<file path="src/rtl/draw_board_pkg.sv">
// draw_board_pkg: VGA stream widths and default board colours shared by the board drawer.
package draw_board_pkg;
  localparam int CNT_W = 11;
  localparam int RGB_W = 12;
  localparam logic [RGB_W-1:0] C_P0  = 12'hF00;
  localparam logic [RGB_W-1:0] C_P1  = 12'h00F;
  localparam logic [RGB_W-1:0] C_CUR = 12'hFF0;
  localparam logic [RGB_W-1:0] C_WIN = 12'hFFF;
endpackage

</file>
<file path="src/rtl/draw_board_grid_locator.sv">
// grid_locator: single-axis cell locator; tracks cell position, offset inside cell+gap pitch and in-grid flag.
module grid_locator import draw_board_pkg::*; #(
  parameter int ORIGIN = 320,
  parameter int CELL   = 120,
  parameter int GAP    = 8,
  parameter int N      = 3,
  parameter int OW     = $clog2(CELL + GAP),
  parameter int PW     = (N > 1) ? $clog2(N) : 1
) (
  input  logic             clk,
  input  logic             rst,
  input  logic             en_i,
  input  logic [CNT_W-1:0] count_i,
  output logic [PW-1:0]    pos_o,
  output logic [OW-1:0]    off_o,
  output logic             in_o
);
  logic [PW-1:0] pos_q;
  logic [OW-1:0] off_q;
  logic          in_q;
  always_ff @(posedge clk) begin
    if (rst) begin
      pos_q <= '0;
      off_q <= '0;
      in_q  <= 1'b0;
    end else if (en_i) begin
      if (count_i == CNT_W'(ORIGIN)) begin
        pos_q <= '0;
        off_q <= '0;
        in_q  <= 1'b1;
      end else if (in_q) begin
        if (off_q == OW'(CELL + GAP - 1)) begin
          off_q <= '0;
          pos_q <= pos_q + 1'b1;
          in_q  <= pos_q != PW'(N - 1);
        end else begin
          off_q <= off_q + 1'b1;
        end
      end else begin
        pos_q <= '0;
        off_q <= '0;
        in_q  <= 1'b0;
      end
    end
  end
  assign pos_o = pos_q;
  assign off_o = off_q;
  assign in_o  = in_q;
endmodule

</file>
<file path="src/rtl/draw_board.sv">
// draw_board: 2-cycle pipeline drawing a GRID_N x GRID_N board with cursor outline and blinking win line.
module draw_board import draw_board_pkg::*; #(
  parameter int               GRID_N       = 3,
  parameter int               CELL_W       = 120,
  parameter int               CELL_H       = 120,
  parameter int               GAP          = 8,
  parameter int               ORIGIN_X     = 320,
  parameter int               ORIGIN_Y     = 200,
  parameter int               BORDER       = 4,
  parameter int               BLINK_FRAMES = 30,
  parameter logic [RGB_W-1:0] COLOR_P0     = C_P0,
  parameter logic [RGB_W-1:0] COLOR_P1     = C_P1,
  parameter logic [RGB_W-1:0] COLOR_CUR    = C_CUR,
  parameter logic [RGB_W-1:0] COLOR_WIN    = C_WIN
) (
  input  logic                     pclk,
  input  logic                     rst,
  input  logic [CNT_W-1:0]         hcount_in,
  input  logic [CNT_W-1:0]         vcount_in,
  input  logic                     hsync_in,
  input  logic                     vsync_in,
  input  logic                     hblnk_in,
  input  logic                     vblnk_in,
  input  logic [RGB_W-1:0]         rgb_in,
  input  logic                     start_en,
  input  logic                     choice_en,
  input  logic [GRID_N*GRID_N-1:0] cell_occ,
  input  logic [GRID_N*GRID_N-1:0] cell_own,
  input  logic [GRID_N*GRID_N-1:0] win_mask,
  input  logic                     cursor_en,
  input  logic [7:0]               cursor_idx,
  output logic [CNT_W-1:0]         hcount_out,
  output logic [CNT_W-1:0]         vcount_out,
  output logic                     hsync_out,
  output logic                     vsync_out,
  output logic                     hblnk_out,
  output logic                     vblnk_out,
  output logic [RGB_W-1:0]         rgb_out
);
  localparam int NC = GRID_N * GRID_N;
  localparam int XW = $clog2(CELL_W + GAP);
  localparam int YW = $clog2(CELL_H + GAP);
  localparam int PW = (GRID_N > 1) ? $clog2(GRID_N) : 1;
  logic [PW-1:0] col, row;
  logic [XW-1:0] xoff;
  logic [YW-1:0] yoff;
  logic in_x, in_y;
  grid_locator #(.ORIGIN(ORIGIN_X), .CELL(CELL_W), .GAP(GAP), .N(GRID_N), .OW(XW), .PW(PW)) u_x (
    .clk(pclk), .rst(rst), .en_i(1'b1), .count_i(hcount_in), .pos_o(col), .off_o(xoff), .in_o(in_x)
  );
  grid_locator #(.ORIGIN(ORIGIN_Y), .CELL(CELL_H), .GAP(GAP), .N(GRID_N), .OW(YW), .PW(PW)) u_y (
    .clk(pclk), .rst(rst), .en_i(hcount_in == '0), .count_i(vcount_in), .pos_o(row), .off_o(yoff), .in_o(in_y)
  );
  // board state captured once per frame so an update never tears mid-frame
  logic            vblnk_prev_q, cur_en_q, phase_q;
  logic [NC-1:0]   occ_q, own_q, win_q;
  logic [7:0]      cur_idx_q, blink_q;
  logic            vrise;
  assign vrise = vblnk_in & ~vblnk_prev_q;
  always_ff @(posedge pclk) begin
    if (rst) begin
      vblnk_prev_q <= 1'b0;
      cur_en_q     <= 1'b0;
      cur_idx_q    <= '0;
      occ_q        <= '0;
      own_q        <= '0;
      win_q        <= '0;
      blink_q      <= '0;
      phase_q      <= 1'b0;
    end else begin
      vblnk_prev_q <= vblnk_in;
      if (vrise) begin
        occ_q     <= cell_occ;
        own_q     <= cell_own;
        win_q     <= win_mask;
        cur_en_q  <= cursor_en;
        cur_idx_q <= cursor_idx;
      end
      if (win_q == '0) begin
        blink_q <= '0;
        phase_q <= 1'b0;
      end else if (vrise) begin
        blink_q <= (blink_q == 8'(BLINK_FRAMES - 1)) ? 8'd0 : blink_q + 8'd1;
        phase_q <= phase_q ^ (blink_q == 8'(BLINK_FRAMES - 1));
      end
    end
  end
  logic [CNT_W-1:0] hcount_q, vcount_q;
  logic             hsync_q, vsync_q, hblnk_q, vblnk_q, draw_q;
  logic [RGB_W-1:0] rgb_q;
  always_ff @(posedge pclk) begin
    if (rst) begin
      hcount_q <= '0;
      vcount_q <= '0;
      hsync_q  <= 1'b0;
      vsync_q  <= 1'b0;
      hblnk_q  <= 1'b0;
      vblnk_q  <= 1'b0;
      draw_q   <= 1'b0;
      rgb_q    <= '0;
    end else begin
      hcount_q <= hcount_in;
      vcount_q <= vcount_in;
      hsync_q  <= hsync_in;
      vsync_q  <= vsync_in;
      hblnk_q  <= hblnk_in;
      vblnk_q  <= vblnk_in;
      draw_q   <= start_en & ~choice_en;
      rgb_q    <= rgb_in;
    end
  end
  logic [7:0]       idx;
  logic [NC-1:0]    occ_sh, own_sh, win_sh;
  logic             in_cell, on_edge, cur_hit;
  logic [RGB_W-1:0] rgb_d;
  assign idx     = 8'(row) * 8'(GRID_N) + 8'(col);
  assign occ_sh  = occ_q >> idx;
  assign own_sh  = own_q >> idx;
  assign win_sh  = win_q >> idx;
  assign in_cell = in_x & in_y & (xoff < XW'(CELL_W)) & (yoff < YW'(CELL_H));
  assign on_edge = (xoff < XW'(BORDER)) | (xoff >= XW'(CELL_W - BORDER)) |
                   (yoff < YW'(BORDER)) | (yoff >= YW'(CELL_H - BORDER));
  assign cur_hit = cur_en_q & (cur_idx_q == idx) & (cur_idx_q < 8'(NC)) & in_cell & on_edge;
  always_comb begin
    rgb_d = (hblnk_q | vblnk_q)             ? '0 :
            !draw_q                         ? rgb_q :
            cur_hit                         ? COLOR_CUR :
            (in_cell & win_sh[0] & phase_q) ? COLOR_WIN :
            (in_cell & occ_sh[0])           ? (own_sh[0] ? COLOR_P1 : COLOR_P0) :
                                              rgb_q;
  end
  always_ff @(posedge pclk) begin
    if (rst) begin
      hcount_out <= '0;
      vcount_out <= '0;
      hsync_out  <= 1'b0;
      vsync_out  <= 1'b0;
      hblnk_out  <= 1'b0;
      vblnk_out  <= 1'b0;
      rgb_out    <= '0;
    end else begin
      hcount_out <= hcount_q;
      vcount_out <= vcount_q;
      hsync_out  <= hsync_q;
      vsync_out  <= vsync_q;
      hblnk_out  <= hblnk_q;
      vblnk_out  <= vblnk_q;
      rgb_out    <= rgb_d;
    end
  end
endmodule

</file>
<file path="config.mk">
export PLATFORM = sky130hd
export DESIGN_NAME = draw_board
export DESIGN_NICKNAME = d
export VERILOG_FILES = /design/src/rtl/draw_board_pkg.sv /design/src/rtl/draw_board_grid_locator.sv /design/src/rtl/draw_board.sv
export SDC_FILE = /design/constraint.sdc
export NUM_CORES = 1
export LEC_CHECK = 0
export BUFFER_PORTS_ARGS = -buffer_cell sky130_fd_sc_hd__buf_2
export CORE_UTILIZATION = 40
export CTS_BUF_LIST = sky130_fd_sc_hd__clkbuf_16
export DETAILED_ROUTE_END_ITERATION = 10
export HOLD_SLACK_MARGIN = 0.06
export MAX_ROUTING_LAYER = met4
export PLACE_DENSITY = 0.68
export SLEW_MARGIN = 20
export SYNTH_ARGS = -nofsm -noshare
export SYNTH_HDL_FRONTEND = slang
export SYNTH_HIERARCHICAL = 1
export SYNTH_SLANG_ARGS = --single-unit
</file>
<file path="constraint.sdc">
create_clock -name pclk -period 3.45 [get_ports pclk]
set_input_delay 0.345 -clock pclk [delete_from_list [all_inputs] [get_ports pclk]]
set_output_delay 0.345 -clock pclk [all_outputs]
set_load 0.01 [all_outputs]
</file>
==> results of run 1 <==
-- sequential cells by signal, summed over array words and instances (netlist names), 2 cells and up --
register and cells:
rgb_out 12, rgb_q 12, hcount_out 11, hcount_q 11, vcount_out 11, vcount_q 11
occ_q 9, own_q 9, win_q 9, blink_q 8, cur_idx_q 8, u_x/off_o 7
u_y/off_o 7, u_x/pos_o 2, u_y/pos_o 2
-- cells by family after synthesis --
group | count (synthesis) | share of synthesized area [%]
and+or+nand+nor | 241 | 23.81
DFF | 142 | 52.97
AOI/OAI and AO/OA | 86 | 10.68
other | 1 | 0.06988
muxes | 14 | 3.078
adders and majority gates | 10 | 2.611
xor gates and xnor gates | 20 | 3.264
buffers and inverters | 38 | 3.520
-- metal layers --
| layer | track usage, % | vias to the layer above | share of wire, % |
|---|---|---|---|
| met5 | - | - | 0 |
| met4 | 8.974 | 0 | 2.3 |
| met3 | 5.475 | 27 | 5.6 |
| met2 | 30.15 | 133 | 49 |
| met1 | 19.60 | 1944 | 43 |
| li1 | - | 2092 | - |
-- cells in the mapped netlist, types with 2 or more instances --
cell type | number | area share (%)
sky130_fd_sc_hd__dfxtp_1 | 142 | 53
sky130_fd_sc_hd__nor4_1 | 8 | 0.93
sky130_fd_sc_hd__buf_6 | 5 | 1.0
sky130_fd_sc_hd__and3_4 | 2 | 0.42
sky130_fd_sc_hd__inv_1 | 9 | 0.63
sky130_fd_sc_hd__a21o_1 | 6 | 0.84
sky130_fd_sc_hd__or4_1 | 2 | 0.28
sky130_fd_sc_hd__nor3_1 | 6 | 0.56
sky130_fd_sc_hd__mux4_2 | 2 | 0.84
sky130_fd_sc_hd__nor4bb_1 | 3 | 0.56
sky130_fd_sc_hd__buf_1 | 3 | 0.21
sky130_fd_sc_hd__nand2_1 | 88 | 6.2
sky130_fd_sc_hd__a21oi_1 | 43 | 4.0
sky130_fd_sc_hd__xnor2_1 | 9 | 1.5
sky130_fd_sc_hd__nor2_1 | 25 | 1.7
sky130_fd_sc_hd__nor4b_1 | 3 | 0.49
sky130_fd_sc_hd__xor2_1 | 11 | 1.8
sky130_fd_sc_hd__nand4_1 | 11 | 1.3
sky130_fd_sc_hd__a211oi_1 | 2 | 0.28
sky130_fd_sc_hd__fa_1 | 2 | 0.75
sky130_fd_sc_hd__o21ai_0 | 7 | 0.65
sky130_fd_sc_hd__nand2b_1 | 2 | 0.23
sky130_fd_sc_hd__ha_1 | 8 | 1.9
sky130_fd_sc_hd__or3_1 | 4 | 0.47
sky130_fd_sc_hd__buf_4 | 2 | 0.28
sky130_fd_sc_hd__o2111ai_1 | 3 | 0.49
sky130_fd_sc_hd__a211oi_2 | 2 | 0.47
sky130_fd_sc_hd__mux2i_1 | 12 | 2.2
sky130_fd_sc_hd__nand3_1 | 8 | 0.75
sky130_fd_sc_hd__o2bb2ai_1 | 4 | 0.65
sky130_fd_sc_hd__o22ai_1 | 5 | 0.58
sky130_fd_sc_hd__clkbuf_1 | 18 | 1.3
sky130_fd_sc_hd__nand3b_1 | 2 | 0.28
sky130_fd_sc_hd__nor2b_1 | 66 | 7.7
-- cell usage in the layout (no fill, tap or decap), types with 6 or more instances in the layout --
master,Yosys,layout
sky130_fd_sc_hd__mux2i_1,12,12
sky130_fd_sc_hd__a21oi_1,43,43
sky130_fd_sc_hd__dfxtp_1,142,142
sky130_fd_sc_hd__nor3_1,6,6
sky130_fd_sc_hd__nor2_1,25,25
sky130_fd_sc_hd__inv_1,9,9
sky130_fd_sc_hd__ha_1,8,8
sky130_fd_sc_hd__buf_2,1,114
sky130_fd_sc_hd__xnor2_1,9,9
sky130_fd_sc_hd__nor4_1,8,8
sky130_fd_sc_hd__nand2_1,88,88
sky130_fd_sc_hd__nand3_1,8,8
sky130_fd_sc_hd__clkbuf_16,0,17
sky130_fd_sc_hd__o21ai_0,7,7
sky130_fd_sc_hd__nand4_1,11,11
sky130_fd_sc_hd__xor2_1,11,11
sky130_fd_sc_hd__a21o_1,6,6
sky130_fd_sc_hd__nor2b_1,66,65
-- cell type report --
| cell class | instances | area, um^2 |
|---|---|---|
| timing repair buffer | 119 | 608.1 |
| tap | 172 | 215.2 |
| multi-input combinational | 372 | 2340 |
| fill | 1186 | 6167 |
| sequential | 142 | 2843 |
| clock inverter | 15 | 192.7 |
| inverter | 9 | 33.78 |
| clock buffer | 17 | 425.4 |
-- metrics by stage --
| stage | power [mW] | util (%) | cell area, um^2 | hold WS, ns |
|---|---|---|---|---|
| floorplan | 1.900 | - | 5366 | 0.4035 |
| global placement | 1.991 | 47.07 | 6037 | 0.4171 |
| detailed placement | 2.000 | 47.09 | 6040 | 0.4204 |
| CTS | 3.897 | 51.91 | 6658 | 0.07839 |
| global route | 3.999 | 51.91 | 6658 | 0.08587 |
| finish | 3.857 | 51.91 | 6658 | 0.09984 |
-- worst max path at each step --
stage	from	to	slack, ns	cells past startpoint
2_1_floorplan	u_y/pos_o[0]$_SDFFE_PP0P_	rgb_out[10]$_SDFF_PP0_	0.67	11
3_3_place_gp	u_x/pos_o[1]$_SDFFE_PP0P_	rgb_out[8]$_SDFF_PP0_	0.53	10
3_5_place_dp	u_y/pos_o[0]$_SDFFE_PP0P_	rgb_out[8]$_SDFF_PP0_	0.41	10
4_1_cts	u_y/pos_o[0]$_SDFFE_PP0P_	rgb_out[3]$_SDFF_PP0_	0.41	10
5_1_grt	u_y/pos_o[0]$_SDFFE_PP0P_	rgb_out[8]$_SDFF_PP0_	0.24	10
6_report	u_y/pos_o[0]$_SDFFE_PP0P_	rgb_out[3]$_SDFF_PP0_	0.41	10
-- power breakdown --
| group | total, mW | switching, mW | internal (mW) |
|---|---|---|---|
| combinational | 0.225 | 0.122 | 0.103 |
| sequential | 1.74 | 0.0308 | 1.71 |
| clock | 1.89 | 0.689 | 1.20 |
| total | 3.86 | 0.842 | 3.02 |
-- worst register-to-register path, delay by kind of cell (launching register included) --
family	cells	cell delay (ns)
DFF	1	0.41
buffers and inverters	2	0.27
muxes	2	0.64
adders and majority gates	3	1.07
AOI/OAI and AO/OA	3	0.57
==> summary by stage, run 1 <==
Status
The flow ran to the end, and the final reports show no timing, DRC or antenna violations.

Timing
For the final routed database, the setup TNS stands at 0 ns. The slew at the pin closest to its max-slew limit is 0.8554 ns. In this run the tightest slew margin relative to its limit is 42.97%. The worst-case clock skew is just under 0.007 ns. The final-report max-slew violation count came to 0.

Setup repair after global routing left no endpoint under its margin. Setup slack closes at 0.4091 ns. The number of setup violations in the final report is 0. The worst path needs 3.041 ns of the cycle, external delays included.

The number of failing hold endpoints at the final stage is 0. Derived from the worst setup path, the maximum achievable clock frequency is 328.9 MHz. The share of the cycle needed by the critical path after routing is 88.14%.

Clock network
In this run the post-CTS setup repair buffer count came out at 0. The clock buffer count from CTS is 17. The clock tree from TritonCTS is built. Once the clock tree was built, the resizer swapped 0 gates to a different size. The clock slew at the register clock pins of the worst setup and hold paths is 0.06 ns. The CTS sink count is 142. The maximum count of clock buffers along a single path is 2.

The latest clock arrival within the worst-skew pair is 0.42 ns. The depth of the CTS H-tree is 4. The clock tree root buffer cell is sky130_fd_sc_hd__clkbuf_16. The number of hold buffers added after CTS was 0.

Worst setup path
STA classifies the critical path endpoint as a flop. Among all stages on the critical path, the largest delay is contributed by sky130_fd_sc_hd__mux4_2. The largest incremental delay on the critical path is 0.50 ns. The type of the worst setup path is flop to flop. Data arrives at the worst endpoint at approximately 3.4 ns.

The reg2reg setup slack is 0.41 ns. The worst reg2reg path startpoint is u_y/pos_o[0]$_SDFFE_PP0P_. The endpoint identified for the worst register-to-register timing path is rgb_out[3]$_SDFF_PP0_. The worst reg-to-reg path cell count is 10. The number of buffers and inverters on the critical path is 2. The critical path goes through fa_1 > ha_1 > inv_1 > fa_1 > buf_4 > mux2i_1 > mux4_2 > a21o_1 > o21a_4 > o22ai_1. In this design, the largest share of critical-path delay is due to adder cells. The cell occurring most often along the worst timing path is sky130_fd_sc_hd__fa_1. The worst setup path is launched from a flop. The data required time at the worst endpoint is 3.78 ns. Along the worst path, the maximum fanout reaches 15.

Global routing
The overall track demand over capacity in global routing is 18.12%. The number of antenna violations at the first check in global routing was 0. Entering global routing, the biggest net connects 89 pins. The number of global-route vias before repair is 4211. The first-pass GRT wire length is 19210 um. Global routing finished with a remaining overflow of 0.

Die
In this run the standard cell core region covers between 10000 and 15000 um^2. In this run the count of I/O pins placed on the die edge is 116. The starting utilization of the core area is roughly two fifths.

In this run the core area contains roughly 40 standard-cell rows. The die boundary width is 117.8 um. The floorplan step defined a die boundary enclosing 13880 um^2.

In this run the vertical extent of the chip is 117.8 um.

Yosys
The number of warnings printed during yosys synthesis is 6. The register bit total from synthesis is 142. The number of flops mapped to enable cells by yosys is 0. The count of mapped cells out of synthesis is about 550.

The total nets after synthesis is 640. Sequential elements use 52.97% of the synthesized area. The netlist uses 61 different library cells. The mean post-synth cell area is 9.722 um^2. The synthesized netlist occupies a cell area of 5366 um^2. The fraction of registers with async set/reset is 0%. The most used flip-flop cell after synthesis is sky130_fd_sc_hd__dfxtp_1.

Cells and area
The count of cells in the finished layout, fillers not included, comes to 846. The diode insertion count for antenna repair is 0. The share of post-route cells with drive strength above 1 is 25.07%. In the final design database the tool counted 749 nets.

From synthesis to final layout, the design area changed by 24.06%.

Worst hold path
The worst hold path stage count is 2. In this run the worst hold path is classified as input pin to flop. The endpoint of the worst hold-timing path is draw_q$_SDFF_PP0_. The source of the worst hold timing path is choice_en.

Placed design
After legalization and detailed placement, the total HPWL measured ~8300 um. Routability-driven placement finished with a final weighted congestion of 0.7485. The number of placed instances with taps included is 814.

The quantity of I/O buffers inserted on ports is around 120. Timing analysis after detailed placement gives a worst setup slack of 0.4063 ns.

Power
The analysis attributes to cell leakage a power of 2.769 nW. IR analysis of the VDD net gives a maximum drop of 344.6 uV. The power density of the placed cells is 579.3 nW/um^2.

Route
The final layout contains routed wiring with a total length of 11570 um. In this run the remaining antenna-violating nets after routing total 0. The iteration count of the initial detailed-routing pass is 4. After detailed routing, the number of vias per cell comes to 4.960. The count of routing violations after the opening detailed-route iteration is 210. After detailed routing, the average wire length per cell comes to 13.68 um. After detailed routing, the number of remaining DRC violations is 0. Detailed routing inserted a total of 4196 vias.

Run
The max-cap violation count is 0.
(Power assumes the default switching activity.)
==> inputs of run 2 (changes only) <==
--- a/config.mk
+++ b/config.mk
@@ -11,7 +11,7 @@
 export DETAILED_ROUTE_END_ITERATION = 10
 export HOLD_SLACK_MARGIN = 0.06
 export MAX_ROUTING_LAYER = met4
-export PLACE_DENSITY = 0.68
+export PLACE_DENSITY = 0.6
 export SLEW_MARGIN = 20
 export SYNTH_ARGS = -nofsm -noshare
 export SYNTH_HDL_FRONTEND = slang
==> run 2 against run 1 <==
  * Global-route usage down 1.2 points
  * Setup slack better by 0.016 ns
  * Critical endpoint is now rgb_out[6]$_SDFF_PP0_
  * Clock-buffer cell count unchanged
  * Largest cell class unchanged
==> summary by stage, run 2 (synthesis results as in run 1) <==
Global routing
The met1 capacity usage during global routing is 19.77%. The met3 usage is 5.329%. After global routing the overflow that remains totals 0. Entering global routing, the biggest net connects 68 pins. The number of global-route vias before repair was around 3900. In this run the most used layer during global routing was met2. The met2 track demand over resource is 27.06%. The overall track demand over capacity in global routing is around 17%. The first global-routing pass estimated 18000 um of wire. The number of antenna violations at the first check in global routing came to 0.

Worst setup path
The worst reg-to-reg path cell count is 10. The maximum fanout along the worst path is 15. The type of element launching the critical path is a flop.

At the worst endpoint, the arrival time is 3.38 ns. The worst setup path is of the flop to flop kind. The worst reg2reg path startpoint is u_y/pos_o[0]$_SDFFE_PP0P_. The worst setup path is captured at a flop.

Tracing the worst setup path back leads to its startpoint at u_y/pos_o[0]$_SDFFE_PP0P_. The data required time at the worst endpoint is 3.81 ns.

Timing
The minimum clock period after layout is 3.025 ns. The clock arrives with 0.006899 ns of skew. The number of setup violations in the final report is 0.

The share of the cycle needed by the critical path after routing is between 80% and 90%. The number of failing hold endpoints at the final stage is 0. The final-report max-slew violation count is 0.

The final total negative setup slack is 0 ns. Static timing analysis puts the maximum clock frequency at ~330 MHz. Headroom to the max-slew limit came out at ~54%. Setup repair after global routing left no endpoint under its margin. At the pin with the least slew margin, the transition time is 0.6892 ns.

Power
Of the total power, the share spent switching nets is 21.14%. Summed over all nets, the switching power comes to 805.2 uW. The overall power after layout is 3.808 mW.

The portion of total power attributed to the clock network is 48.5%. The internal power of the cells is 3.003 mW. The worst-case IR drop observed on VDD is approximately 450 uV.

The combinational cell fraction of total power is 5.8%. The sequential fraction of design power is between 40% and 50%. Power spread over the standard cell area amounts to ~570 nW/um^2.

The leakage power of the design is 2.772 nW.

Clock network
The depth of the CTS H-tree is 4. The CTS sink count is 142. TritonCTS built the clock tree. The clock passes through at most 2 buffers. The root buffer cell chosen for the clock tree is sky130_fd_sc_hd__clkbuf_16. The latest clock arrival within the worst-skew pair is 0.41 ns. Hold repair after CTS inserted 0 buffers. The clock slew at the register clock pins of the worst setup and hold paths is around 0.060 ns. The number of instances resized during post-cts repair is 0. The post-CTS setup buffer count is 0. The clock buffer count from CTS is 17.

Cells and area
In the final layout, the registers with the most flip-flops are rgb_out (12), rgb_q (12). In the layout the commonest cells are sky130_fd_sc_hd__dfxtp_1 (142), sky130_fd_sc_hd__buf_2 (114), sky130_fd_sc_hd__nand2_1 (88). The net count of the finished layout is between 700 and 800. The number of antenna diodes in the final layout is 0. The share of post-route cells with drive strength above 1 is 24.63%. Relative to the synthesized area, the layout overhead comes to 23.88%. The library cell used most frequently in the layout, excluding fill and tap cells, is sky130_fd_sc_hd__dfxtp_1.

Die
The initialized floorplan defines 41 standard-cell rows. The I/O pin count is 116. Measured along the x axis, the die boundary spans 117.8 um.

The area of the core is 12820 um^2. The die covers about 14000 um^2. The die outline height is ~120 um. The starting utilization of the core area is 41.84%.

Status
The flow ran to the end, and the final reports show no timing, DRC or antenna violations.

Route
The mean number of vias per cell is 4.829. The first detailed-routing pass took 4 iterations. The aggregate routed wire length is 10830 um.

The via total after detailed routing is 4085. In this run, the number of DRC markers left after iteration 0 of detailed routing was 192. The antenna violation net count after detailed routing is 0. The wire length per cell is approximately 13 um. In the routed design, unresolved DRC markers number 0.

Placed design
The routability-driven placement congestion ratio is 0.7565. The placed wire-length estimate after detailed placement is 7804 um. The quantity of I/O buffers inserted on ports is 115.

Worst hold path
In this run the worst hold path is classified as input pin to flop. The source of the worst hold timing path is choice_en. The worst hold path stage count is 2.

Run
The max-cap violation count is 0.
-- run 2: worst paths after layout --
path	to	slack, ns
setup / recovery	rgb_out[6]$_SDFF_PP0_	0.43
hold / removal	draw_q$_SDFF_PP0_	0.11
setup reg to reg	rgb_out[6]$_SDFF_PP0_	0.43
hold reg to reg	rgb_out[7]$_SDFF_PP0_	0.43
-- run 2: final cells by class --
| cell class | count | area [um^2] |
|---|---|---|
| clock buffers | 17 | 425.4 |
| clock inverters | 14 | 177.7 |
| fillers | 1203 | 6177 |
| inverters | 9 | 33.78 |
| multi-input cells | 372 | 2337 |
| flip-flops and latches | 142 | 2843 |
| well taps | 172 | 215.2 |
| repair buffers | 120 | 615.6 |
-- run 2: stage by stage --
| stage | instance area (um^2) | std cells | hold slack [ns] | utilization, % | setup slack (ns) |
|---|---|---|---|---|---|
| after floorplan | 5366 | 552 | 0.4035 | - | 0.6718 |
| final | 6648 | 846 | 0.1138 | 51.83 | 0.4253 |
| after global placement | 6045 | 815 | 0.4170 | 47.13 | 0.5355 |
| after CTS | 6648 | 846 | 0.09175 | 51.83 | 0.3876 |
| after detailed placement | 6045 | 815 | 0.4222 | 47.13 | 0.4409 |
| after global routing | 6648 | 846 | 0.09971 | 51.83 | 0.2289 |
-- run 2: power groups by stage --
stage,registers [mW],clock network [mW],logic (mW)
after global placement,1.77,0,0.218
after CTS,1.74,1.88,0.225
after global routing,1.75,1.95,0.250
after detailed placement,1.78,0,0.223
final,1.74,1.85,0.221
after floorplan,1.77,0,0.127
-- run 2: routing by layer --
metal  vias up  wire length (um)
met5         -                 0
met4         0               136
met3        15               574
met2       111              5151
met1      1867              4968
li1       2092                 -
-- run 2: worst max-delay path, stage by stage (launching register included) --
cell	delay [ns]
sky130_fd_sc_hd__dfxtp_1	0.42
sky130_fd_sc_hd__fa_1	0.46
sky130_fd_sc_hd__ha_1	0.20
sky130_fd_sc_hd__inv_1	0.06
sky130_fd_sc_hd__fa_1	0.41
sky130_fd_sc_hd__buf_4	0.21
sky130_fd_sc_hd__mux2i_1	0.14
sky130_fd_sc_hd__mux4_2	0.49
sky130_fd_sc_hd__a21o_1	0.23
sky130_fd_sc_hd__a21oi_2	0.23
sky130_fd_sc_hd__a21o_1	0.13
==> inputs of run 3 (changes only) <==
--- a/config.mk
+++ b/config.mk
@@ -5,13 +5,14 @@
 export SDC_FILE = /design/constraint.sdc
 export NUM_CORES = 1
 export LEC_CHECK = 0
+export ABC_AREA = 1
 export BUFFER_PORTS_ARGS = -buffer_cell sky130_fd_sc_hd__buf_2
 export CORE_UTILIZATION = 40
 export CTS_BUF_LIST = sky130_fd_sc_hd__clkbuf_16
 export DETAILED_ROUTE_END_ITERATION = 10
 export HOLD_SLACK_MARGIN = 0.06
 export MAX_ROUTING_LAYER = met4
-export PLACE_DENSITY = 0.6
+export PLACE_DENSITY = 0.59
 export SLEW_MARGIN = 20
 export SYNTH_ARGS = -nofsm -noshare
 export SYNTH_HDL_FRONTEND = slang
==> run 3 against run 2 <==
  * Routed wire length increased by 12%
  * Clock power decreased by 2%
  * Clock skew decreased by 0.0014 ns
  * Area after synthesis increased by 6.4%
  * Flip-flop and latch count unchanged
  * Utilization decreased by 1.4 points
  * Non-clock buffer count decreased by 1
  * Via count increased by 15%
  * Combinational power increased by 18%
  * Critical endpoint is now rgb_out[8]$_SDFF_PP0_
==> summary by stage, run 3 <==
Clock network
The number of hold-repair buffers added at the cts stage is 0. At the later pin of the worst-skew pair, clock insertion delay measures 0.42 ns. The number of instances resized during post-cts repair is 0. The clock buffer count from CTS is 17. The clock tree root buffer cell is sky130_fd_sc_hd__clkbuf_16. In this run the deepest clock path goes through 2 buffers. The depth of the CTS H-tree is 4.

The post-CTS setup buffer count is 0. Clock-pin slew was measured on the worst setup and hold paths at 0.06 ns. The clock tree from TritonCTS is built. The CTS sink count is 142.

Yosys
Yosys instantiated no cell more often than sky130_fd_sc_hd__nor2_1. Synthesis produced a netlist with a net count of 839. The number of flops mapped to enable cells by yosys is 0. The mean post-synth cell area is 7.605 um^2. For this run, the number of Yosys warnings is 6. The share of the synthesized area in the top cell type is roughly half.

By count the netlist is led by sky130_fd_sc_hd__nor2_1 (160), sky130_fd_sc_hd__dfxtp_1 (142), sky130_fd_sc_hd__inv_1 (121). The most used flip-flop cell after synthesis is sky130_fd_sc_hd__dfxtp_1. The cell area that synthesis handed to floorplanning was roughly 5700 um^2. In the synthesized netlist the async set-or-reset flop fraction comes to 0%. The register bit total from synthesis is ~140. The share of the Yosys chip area taken by registers is 49.77%. The number of distinct library cells after synthesis is 42. By area the synthesized netlist is led by sky130_fd_sc_hd__dfxtp_1 (50%), sky130_fd_sc_hd__nor2_1 (11%), sky130_fd_sc_hd__inv_1 (8.0%).

The count of mapped cells out of synthesis is 751. The cell type with the highest aggregate area in the netlist is sky130_fd_sc_hd__dfxtp_1.

Global routing
The number of global-route vias before repair is 4192. The number of antenna violations at the first check in global routing is 0. The first global-routing pass estimated 19700 um of wire. The overall track demand over capacity in global routing is 17.85%.

For this run the aggregate overflow at the end of global routing stands at 0. Entering global routing, the biggest net connects 66 pins.

Timing
The final total negative setup slack is 0 ns. The worst-case clock skew is 0.005542 ns. The achievable clock frequency is 351.7 MHz.

The minimum clock period after layout is 2.844 ns. The worst path uses 82.43% of the clock period. Setup violations remaining at the end of the flow were counted as 0. The slew at the pin closest to its max-slew limit is 0.6543 ns.

The number of failing hold endpoints at the final stage is 0. In this run the tightest slew margin relative to its limit is 56.38%. Setup repair after global routing left no endpoint under its margin.

The final-report max-slew violation count came to 0.

Power
Combinational logic burns 6.8% of the power. The switching part of the total is between 20 and 25%. The share of total power dissipated in the clock network is 47.3%. Summed over all cells, the static leakage comes to 3.427 nW.

The sequential fraction of design power is 45.8%. The internal power of the cells is 2.896 mW. The power density of the placed cells is 544.6 nW/um^2. IR analysis of the VDD net gives a maximum drop of 325.3 uV. Summed over all nets, the switching power comes to 918.6 uW.

Route
The antenna violation net count after detailed routing is 0. After detailed routing, the number of remaining DRC violations is 0. Before antenna repair, the detailed router went through 4 iterations.

The via total after detailed routing is 4679. The aggregate routed wire length is 12130 um. Using the TritonRoute via totals, the vias-per-cell ratio works out to between 4 and 5. After detailed routing, the average wire length per cell comes to about 11 um. The count of routing violations after the opening detailed-route iteration is 287.

Worst setup path
The data required time at the worst endpoint is 3.77 ns. The largest individual stage delay along the critical path comes from the cell sky130_fd_sc_hd__fa_1. The setup path with the least slack is of type flop to flop.

The kind of capture point of the worst setup path is a flop. The critical path goes through fa_1 > ha_1 > inv_1 > fa_1 > inv_2 > nor2_2 > a21oi_1 > nor2_2 > inv_2 > nor2_4 > nand2_2 > nand2_1 > nand3_1 > nand2_1 > inv_1. The type of element launching the critical path is a flop.

The maximum fanout along the worst path is 8. The arrival time reported for the critical path endpoint is about 3.2 ns. On the worst path, the slowest cell contributes a delay of 0.62 ns.

Die
Measured along the x axis, the die boundary spans 121.5 um. The floorplan step defined a core boundary enclosing 13880 um^2. The initial utilization of the core area, before any placement, comes to 41.15%.

Measured along the y axis, the die boundary spans 121.5 um. The full die area is roughly 15000 um^2. The site row count is 43. The I/O pin count is 116.

Cells and area
The most common library cell in the layout ignoring fill and taps is sky130_fd_sc_hd__nor2_1. In the final layout, the registers with the most flip-flops are rgb_out (12), rgb_q (12). The diode insertion count for antenna repair is 0.

The net count of the finished layout is 953. Measured on the finished design, the core utilization comes to 50.47%. The top cell types in the final layout, fill and taps aside, are sky130_fd_sc_hd__nor2_1 (160), sky130_fd_sc_hd__dfxtp_1 (142), sky130_fd_sc_hd__inv_1 (121). Of the cells placed in the final design, the portion with a size suffix greater than 1 is 20.96%.

The area added between synthesis and finish is 22.65%.

Placed design
The quantity of I/O buffers inserted on ports is 115. The placed wire-length estimate after detailed placement is 8744 um. Routability-driven placement finished with a final weighted congestion of 0.8581.

Run
Across the run, the number of max-cap violations was 0.

Status
The run finished with clean final reports.

Worst hold path
In this run the worst hold path is classified as input pin to flop.
## run 3: changes by cell type after synthesis, sizes merged, moves of 6 or more
cell	before	now
nor2b	67	0
nand4	11	5
nor2	25	168
a21oi	44	32
nand2	88	112
nand3	8	44
o21ai	9	40
mux2i	12	2
a21o	6	0
inv	9	127
## run 3: cell families (layout without fill, tap and decap cells)
family	count (synthesis)	count (layout)	synth area share, %
AO/OA/AOI/OAI	78	78	7.141
XOR/XNOR	14	14	2.278
adder cells (fa/ha/maj)	10	10	2.454
buffers and inverters	151	278	10.54
flip-flops	142	142	49.77
multiplexers	2	2	0.3505
other	1	1	0.06565
AND/OR/NAND/NOR	353	353	27.40
## run 3: routing by layer
layer	wire length [um]	track usage, %
met5	0	-
met4	140	5.556
met3	577	4.887
met2	5258	26.28
met1	6155	23.68
## run 3: final cells by class
cell class              instances  area [um^2]
clock inverters                15        162.7
inverters                     127        476.7
multi-input cells             458         2267
repair buffers                119        605.6
flip-flops and latches        142         2843
well taps                     180        225.2
clock buffers                  17        425.4
fillers                      1402         6875
## run 3: path summary, 6_finish.rpt
path                                           startpoint                  endpoint  depth (start not counted)  slack [ns]
worst min register to register     hcount_q[0]$_SDFF_PP0_  hcount_out[0]$_SDFF_PP0_                          2        0.40
worst max-delay path            u_x/pos_o[1]$_SDFFE_PP0P_     rgb_out[8]$_SDFF_PP0_                         15        0.61
worst max register to register  u_x/pos_o[1]$_SDFFE_PP0P_     rgb_out[8]$_SDFF_PP0_                         15        0.61
worst min-delay path                            choice_en         draw_q$_SDFF_PP0_                          2        0.09
## run 3: power groups by stage
stage / Sequential, mW / Clock, mW / Combinational (mW)
after detailed placement: 1.79 / 0 / 0.262
after floorplan: 1.79 / 0 / 0.154
final: 1.75 / 1.81 / 0.260
after global placement: 1.78 / 0 / 0.261
after global routing: 1.76 / 1.93 / 0.301
after CTS: 1.75 / 1.84 / 0.263
## run 3: through the flow
step | cells | hold slack (ns) | power (mW) | area (um^2) | worst slack, ns
6_report | 1058 | 0.09389 | 3.815 | 7005 | 0.6063
5_1_grt | 1058 | 0.09336 | 3.983 | 7005 | 0.3547
4_1_cts | 1058 | 0.07781 | 3.851 | 7005 | 0.6206
3_5_place_dp | 1026 | 0.3925 | 2.047 | 6417 | 0.6266
3_3_place_gp | 1026 | 0.3891 | 2.044 | 6417 | 0.7251
2_1_floorplan | 751 | 0.3883 | 1.940 | 5712 | 0.8802
## run 3: worst max-delay path: cells and delay by family, from the launching register on
kind	cells	cell delay, ns
buf+inv	4	0.25
compound gates	1	0.09
fa+ha+maj	3	1.31
flops	1	0.34
simple gates	7	0.76
